===== src/rtl/vfd_scanout.sv =====
// vfd_scanout: 640x480@60 VGA scanout of an RGB332 framebuffer held in VRAM.
// Two pixel-enable stages: stage 0 issues the VRAM read and latches the
// timing flags, stage 1 captures the read data and expands it to 24-bit RGB.
// Optional feature macro: VFD_SCANOUT_SCANLINE_EN (halves intensity of odd lines).
module vfd_scanout #(
   parameter int H_ACTIVE = 640,
   parameter int V_ACTIVE = 480
) (
   input  logic        clk,
   input  logic        reset,
   input  logic        ce_pix,
   output logic [18:0] vram_addr,
   input  logic [7:0]  vram_data,
   output logic [7:0]  r,
   output logic [7:0]  g,
   output logic [7:0]  b,
   output logic        hs,
   output logic        vs,
   output logic        hblank,
   output logic        vblank,
   output logic        de
);

   localparam logic [9:0] H_ACT      = 10'(H_ACTIVE);
   localparam logic [9:0] H_SYNC_BEG = 10'(H_ACTIVE + 16);
   localparam logic [9:0] H_SYNC_END = 10'(H_ACTIVE + 112);
   localparam logic [9:0] H_LAST     = 10'(H_ACTIVE + 159);
   localparam logic [9:0] V_ACT      = 10'(V_ACTIVE);
   localparam logic [9:0] V_SYNC_BEG = 10'(V_ACTIVE + 10);
   localparam logic [9:0] V_SYNC_END = 10'(V_ACTIVE + 12);
   localparam logic [9:0] V_LAST     = 10'(V_ACTIVE + 44);

   // Replicate a 3-bit channel into 8 bits so full scale maps to 0xFF.
   function automatic logic [7:0] expand3(input logic [2:0] v);
      return {v, v, v[2:1]};
   endfunction

   // Replicate a 2-bit channel into 8 bits.
   function automatic logic [7:0] expand2(input logic [1:0] v);
      return {v, v, v, v};
   endfunction

`ifdef VFD_SCANOUT_SCANLINE_EN
   // 50% dim for scanline emulation.
   function automatic logic [7:0] dim(input logic [7:0] v);
      return {1'b0, v[7:1]};
   endfunction
`endif

   logic [9:0]  r_hc;
   logic [9:0]  r_vc;
   logic [18:0] r_addr;
   logic [18:0] r_vram_addr;

   logic        w_active;
   logic        w_line_end;
   logic        w_frame_end;

   logic        r_vld_p0;
   logic        r_hs_p0;
   logic        r_vs_p0;
   logic        r_hb_p0;
   logic        r_vb_p0;
`ifdef VFD_SCANOUT_SCANLINE_EN
   logic        r_odd_p0;
`endif

   logic [7:0]  w_red;
   logic [7:0]  w_grn;
   logic [7:0]  w_blu;

   logic        r_vld_p1;
   logic        r_hs_p1;
   logic        r_vs_p1;
   logic        r_hb_p1;
   logic        r_vb_p1;
   logic [7:0]  r_red_p1;
   logic [7:0]  r_grn_p1;
   logic [7:0]  r_blu_p1;

   assign w_active    = (r_hc < H_ACT) && (r_vc < V_ACT);
   assign w_line_end  = (r_hc == H_LAST);
   assign w_frame_end = w_line_end && (r_vc == V_LAST);

   // Raster position counters, stepping once per pixel enable.
   always_ff @(posedge clk) begin
      if (reset) begin
         r_hc <= '0;
         r_vc <= '0;
      end else if (ce_pix) begin
         if (w_line_end) begin
            r_hc <= '0;
            r_vc <= (r_vc == V_LAST) ? 10'd0 : r_vc + 10'd1;
         end else begin
            r_hc <= r_hc + 10'd1;
         end
      end
   end

   // Linear VRAM address; the read address only moves on visible pixels so it
   // never points past the last pixel during blanking.
   always_ff @(posedge clk) begin
      if (reset) begin
         r_addr      <= '0;
         r_vram_addr <= '0;
      end else if (ce_pix) begin
         if (w_frame_end) begin
            r_addr <= '0;
         end else if (w_active) begin
            r_vram_addr <= r_addr;
            r_addr      <= r_addr + 19'd1;
         end
      end
   end

   // Stage 0: timing flags for the pixel whose read was just issued.
   always_ff @(posedge clk) begin
      if (reset) begin
         r_vld_p0 <= 1'b0;
         r_hs_p0  <= 1'b1;
         r_vs_p0  <= 1'b1;
         r_hb_p0  <= 1'b1;
         r_vb_p0  <= 1'b1;
`ifdef VFD_SCANOUT_SCANLINE_EN
         r_odd_p0 <= 1'b0;
`endif
      end else if (ce_pix) begin
         r_vld_p0 <= w_active;
         r_hs_p0  <= !((r_hc >= H_SYNC_BEG) && (r_hc < H_SYNC_END));
         r_vs_p0  <= !((r_vc >= V_SYNC_BEG) && (r_vc < V_SYNC_END));
         r_hb_p0  <= (r_hc >= H_ACT);
         r_vb_p0  <= (r_vc >= V_ACT);
`ifdef VFD_SCANOUT_SCANLINE_EN
         r_odd_p0 <= r_vc[0];
`endif
      end
   end

   // RGB332 to RGB888 expansion of the returned VRAM byte.
   always_comb begin
      w_red = expand3(vram_data[7:5]);
      w_grn = expand3(vram_data[4:2]);
      w_blu = expand2(vram_data[1:0]);
`ifdef VFD_SCANOUT_SCANLINE_EN
      if (r_odd_p0) begin
         w_red = dim(w_red);
         w_grn = dim(w_grn);
         w_blu = dim(w_blu);
      end
`endif
   end

   // Stage 1: capture colour and realign sync/blank with it.
   always_ff @(posedge clk) begin
      if (reset) begin
         r_vld_p1 <= 1'b0;
         r_hs_p1  <= 1'b1;
         r_vs_p1  <= 1'b1;
         r_hb_p1  <= 1'b1;
         r_vb_p1  <= 1'b1;
         r_red_p1 <= '0;
         r_grn_p1 <= '0;
         r_blu_p1 <= '0;
      end else if (ce_pix) begin
         r_vld_p1 <= r_vld_p0;
         r_hs_p1  <= r_hs_p0;
         r_vs_p1  <= r_vs_p0;
         r_hb_p1  <= r_hb_p0;
         r_vb_p1  <= r_vb_p0;
         r_red_p1 <= r_vld_p0 ? w_red : 8'd0;
         r_grn_p1 <= r_vld_p0 ? w_grn : 8'd0;
         r_blu_p1 <= r_vld_p0 ? w_blu : 8'd0;
      end
   end

   assign vram_addr = r_vram_addr;
   assign r         = r_red_p1;
   assign g         = r_grn_p1;
   assign b         = r_blu_p1;
   assign hs        = r_hs_p1;
   assign vs        = r_vs_p1;
   assign hblank    = r_hb_p1;
   assign vblank    = r_vb_p1;
   assign de        = r_vld_p1;

endmodule


===== config.mk =====
export PLATFORM = sky130hd
export DESIGN_NAME = vfd_scanout
export DESIGN_NICKNAME = d
export VERILOG_FILES = /design/src/rtl/vfd_scanout.sv
export SDC_FILE = /design/constraint.sdc
export NUM_CORES = 1
export LEC_CHECK = 0
export ABC_AREA = 1
export CORE_AREA = 5 5 89 91
export CTS_CLUSTER_DIAMETER = 60
export DETAILED_ROUTE_END_ITERATION = 6
export DIE_AREA = 0 0 94 96
export GPL_TIMING_DRIVEN = 0
export PLACE_DENSITY = 0.78
export SETUP_SLACK_MARGIN = 0.15
export SLEW_MARGIN = 20
export SYNTH_ARGS = -nofsm -noshare
export SYNTH_HDL_FRONTEND = slang
export SYNTH_SLANG_ARGS = --single-unit

===== constraint.sdc =====
create_clock -name clk -period 1.6 [get_ports clk]
set_input_delay 0.24 -clock clk [delete_from_list [all_inputs] [get_ports clk]]
set_output_delay 0.24 -clock clk [all_outputs]
set_load 0.1 [all_outputs]

==> implementation parameters <==
Parameter                              Value

Synthesis
  Share of flip-flops with an asynchronous set or reset    0%
  Number of standard cells after synthesis    500
  Fraction of the yosys area taken by sequential cells    41.93%
  Post-synth top flop    sky130_fd_sc_hd__dfxtp_1
  Number of flops mapped to enable cells by yosys    0
  Post-Syn Nets    517
  Distinct cell type count of the synthesized netlist    38
  Cell area after synthesis    3628 um^2
  Avg Inst Size Synth    7.257 um^2
  #FFs+latches synth    76
  Warnings from Yosys    0

Placement
  Setup WS pre-CTS    -0.3748 ns
  Routability Congestion    0.8965
  Cell Count Post-Placement    656
  Sum of net half-perimeters after detailed placement    6229 um
  Port bufs    57

Layout
  End-of-flow core utilization    72.81%
  Net total in the final layout    626
  Post-Layout Cell Count    712
  Area delta synth->final    41.66%
  Antenna diodes    0
  Ratio of cells with drive above 1 in the final layout    42.41%

STA
  Tcrit/Tclk final    97.20%
  Finish-stage setup viols    0
  Highest attainable clock frequency    643.0 MHz
  Max Transition Viols Final    0
  Tightest Pin Transition    0.6110 ns
  Setup repair after global routing missed its margin    true
  Clock skew after layout    0.007726 ns
  Total negative setup slack    0 ns
  Worst slew margin    59.27%
  Final-report hold violation count    0
  Minimum clock period    1.555 ns
  Post-layout worst setup margin    0.04486 ns

Route
  Count of TritonRoute iterations in the first routing pass    7
  Total wire length    10630 um
  DRC violation total after the first TritonRoute iteration    314
  DR vias/cell    5.375
  Wire length per cell    14.93 um
  Routed via count    3827
  DRC    0
  Routed Antenna Nets    0

Clocking
  Clock tree from TritonCTS    yes
  Clock-pin transition on the worst setup and hold timing paths    0.08 ns
  Clock Latency Late Sink    0.35 ns
  Root buf cell    sky130_fd_sc_hd__clkbuf_8
  Deepest clock path buffer count    2
  Number of H-tree branching levels    3
  Count of clock tree sinks    76
  Number of hold buffers added after cts    0
  TritonCTS buffer count    9

Floorplan
  Core footprint    7059 um^2
  Standard-cell rows    31
  Die ar.    9024 um^2
  I/O Pins    59
  Die height    96 um
  Initial Utilization    51.40%
  Die X    94 um

Power and ir drop
  Power per unit of standard cell area    795.4 nW/um^2
  Worst-case vdd ir drop    0.4237 mV
  Standby leakage power    2.151 nW
  Final Total Pwr    4.088 mW

Outcome
  Run status    finished, final reports clean

Critical path
  Worst path cell trace    ha_4, nand2_2, nor2_4, nand3_4, nand2_4, buf_8, buf_6, nand3_2, nand2_1, nor2_1
  Family with the most delay on the worst path    simple AND/OR/NAND/NOR gates
  Required time reported for the critical path endpoint    1.84 ns
  Type of destination of the critical path    flip-flop
  CP max stage cell    sky130_fd_sc_hd__dfxtp_2
  Highest cell delay on the worst timing path    0.38 ns
  Worst r2r src    r_hc[1]$_SDFFE_PP0P_
  CP Class    flip-flop to flip-flop
  Worst setup path startpoint    r_hc[1]$_SDFFE_PP0P_
  WP buf/inv    2
  CP Data Arrival Time    1.80 ns
  Crit-path max FO    6
  Crit path launch type    flip-flop

Hold path
  Hold/Removal Path Class    primary input to flip-flop
  Hold path start    reset

Global routing
  Pin count of the biggest net entering global routing    13
  Total track usage    22.04%
  Via count of the first global-routing pass    3398
  Congestion Overflow GR    0
  Antenna violations before repair    0
  Global-route wire length before repair    15790 um

Flow run
  Number of max-capacitance violations reported    0
-- cells by family (layout without fill, tap and decap cells) --
kind of cell | count (synthesis) | in the layout | share of synthesized area [%]
AO/OA/AOI/OAI | 75 | 75 | 11.76
XOR/XNOR | 8 | 8 | 1.931
adder cells (fa/ha/maj) | 6 | 6 | 2.069
buffers and inverters | 66 | 179 | 9.724
flip-flops | 76 | 76 | 41.93
AND/OR/NAND/NOR | 269 | 269 | 32.59
-- stage by stage --
| step | hold WS [ns] | cell area, um^2 |
|---|---|---|
| after floorplan | 0.3927 | 3643 |
| after global placement | 0.4382 | 4338 |
| after detailed placement | 0.4415 | 4338 |
| after CTS | 0.3124 | 4695 |
| after global routing | 0.3507 | 5140 |
| final | 0.3450 | 5140 |
-- synthesized netlist by cell type, drive strengths merged (2+ instances only) --
cell type,count,share of area [%]
a211oi,2,0.41
nor2,100,11
ha,6,2.1
or2,2,0.34
a21oi,44,7.0
inv,32,3.3
nand3b,3,0.72
o21ai,25,3.4
nand4,9,1.6
dfxtp,76,42
buf,26,5.6
xnor2,3,0.72
nor3,7,1.1
xor2,5,1.2
nand2,101,11
clkbuf,8,0.86
nand3,45,6.6
-- flip-flops by register name, indices dropped and copies added, names as in the netlist, 2 cells and up --
| signal | count |
|---|---|
| r | 3 |
| r_hc | 10 |
| r_addr | 19 |
| g | 3 |
| vram_addr | 19 |
| r_vc | 10 |
| b | 2 |
-- worst paths after layout --
kind | cells past startpoint | slack (ns) | to
worst max-delay path | 10 | 0.04 | r_addr[5]$_SDFFE_PP0P_
worst min-delay path | 2 | 0.35 | de$_SDFFE_PP0P_
worst max register to register | 10 | 0.04 | r_addr[5]$_SDFFE_PP0P_
worst min register to register | 2 | 0.45 | hs$_SDFFE_PP1P_
-- per-layer routing --
layer	vias to the layer above	GRT usage, %	wire, um
met1	1779	28.74	4562
met2	185	35.13	4964
met5	-	0	0
met3	28	4.691	868
met4	0	9.868	233
li1	1835	-	-
-- cell usage in the layout, fill, tap and decap left out, types with 15 or more instances in the layout --
master                    synthesis  final
sky130_fd_sc_hd__inv_1           28     20
sky130_fd_sc_hd__nor2_4           2     15
sky130_fd_sc_hd__a21oi_1         35     32
sky130_fd_sc_hd__buf_4           17     63
sky130_fd_sc_hd__nand2_1         94     84
sky130_fd_sc_hd__dfxtp_2          0     25
sky130_fd_sc_hd__nand3_1         44     36
sky130_fd_sc_hd__dfxtp_1         76     39
sky130_fd_sc_hd__nor2_1          96     72
sky130_fd_sc_hd__buf_2            4     33
-- worst register-to-register path: stages (launching register included) --
cell and delay (ns):
sky130_fd_sc_hd__dfxtp_2 0.38, sky130_fd_sc_hd__ha_4 0.17, sky130_fd_sc_hd__nand2_2 0.07, sky130_fd_sc_hd__nor2_4 0.17, sky130_fd_sc_hd__nand3_4 0.13, sky130_fd_sc_hd__nand2_4 0.09, sky130_fd_sc_hd__buf_8 0.14, sky130_fd_sc_hd__buf_6 0.13
sky130_fd_sc_hd__nand3_2 0.06, sky130_fd_sc_hd__nand2_1 0.07, sky130_fd_sc_hd__nor2_1 0.04
-- power by group --
group          internal, mW  switching, mW
Sequential             1.93         0.0409
Combinational         0.195          0.557
Clock                 0.634          0.733
-- final cells by class --
| type | instances | area [um^2] |
|---|---|---|
| multi-input combinational | 358 | 2087 |
| tap | 99 | 123.9 |
| sequential | 76 | 1598 |
| timing repair buffer | 98 | 750.7 |
| buffer | 34 | 269.0 |
| inverter | 32 | 135.1 |
| fill | 508 | 1919 |
| clock buffer | 11 | 151.4 |
| clock inverter | 4 | 25.02 |
-- what timing repair did --
item,4_1_cts,5_1_grt
gates cloned,1,2
gates resized for setup,318,103
endpoints found under the hold margin,0,0
pin swaps,13,29
buffers inserted,25,13
endpoints found under the setup margin,99,53
No activity file was read; power rests on OpenSTA's default activity.
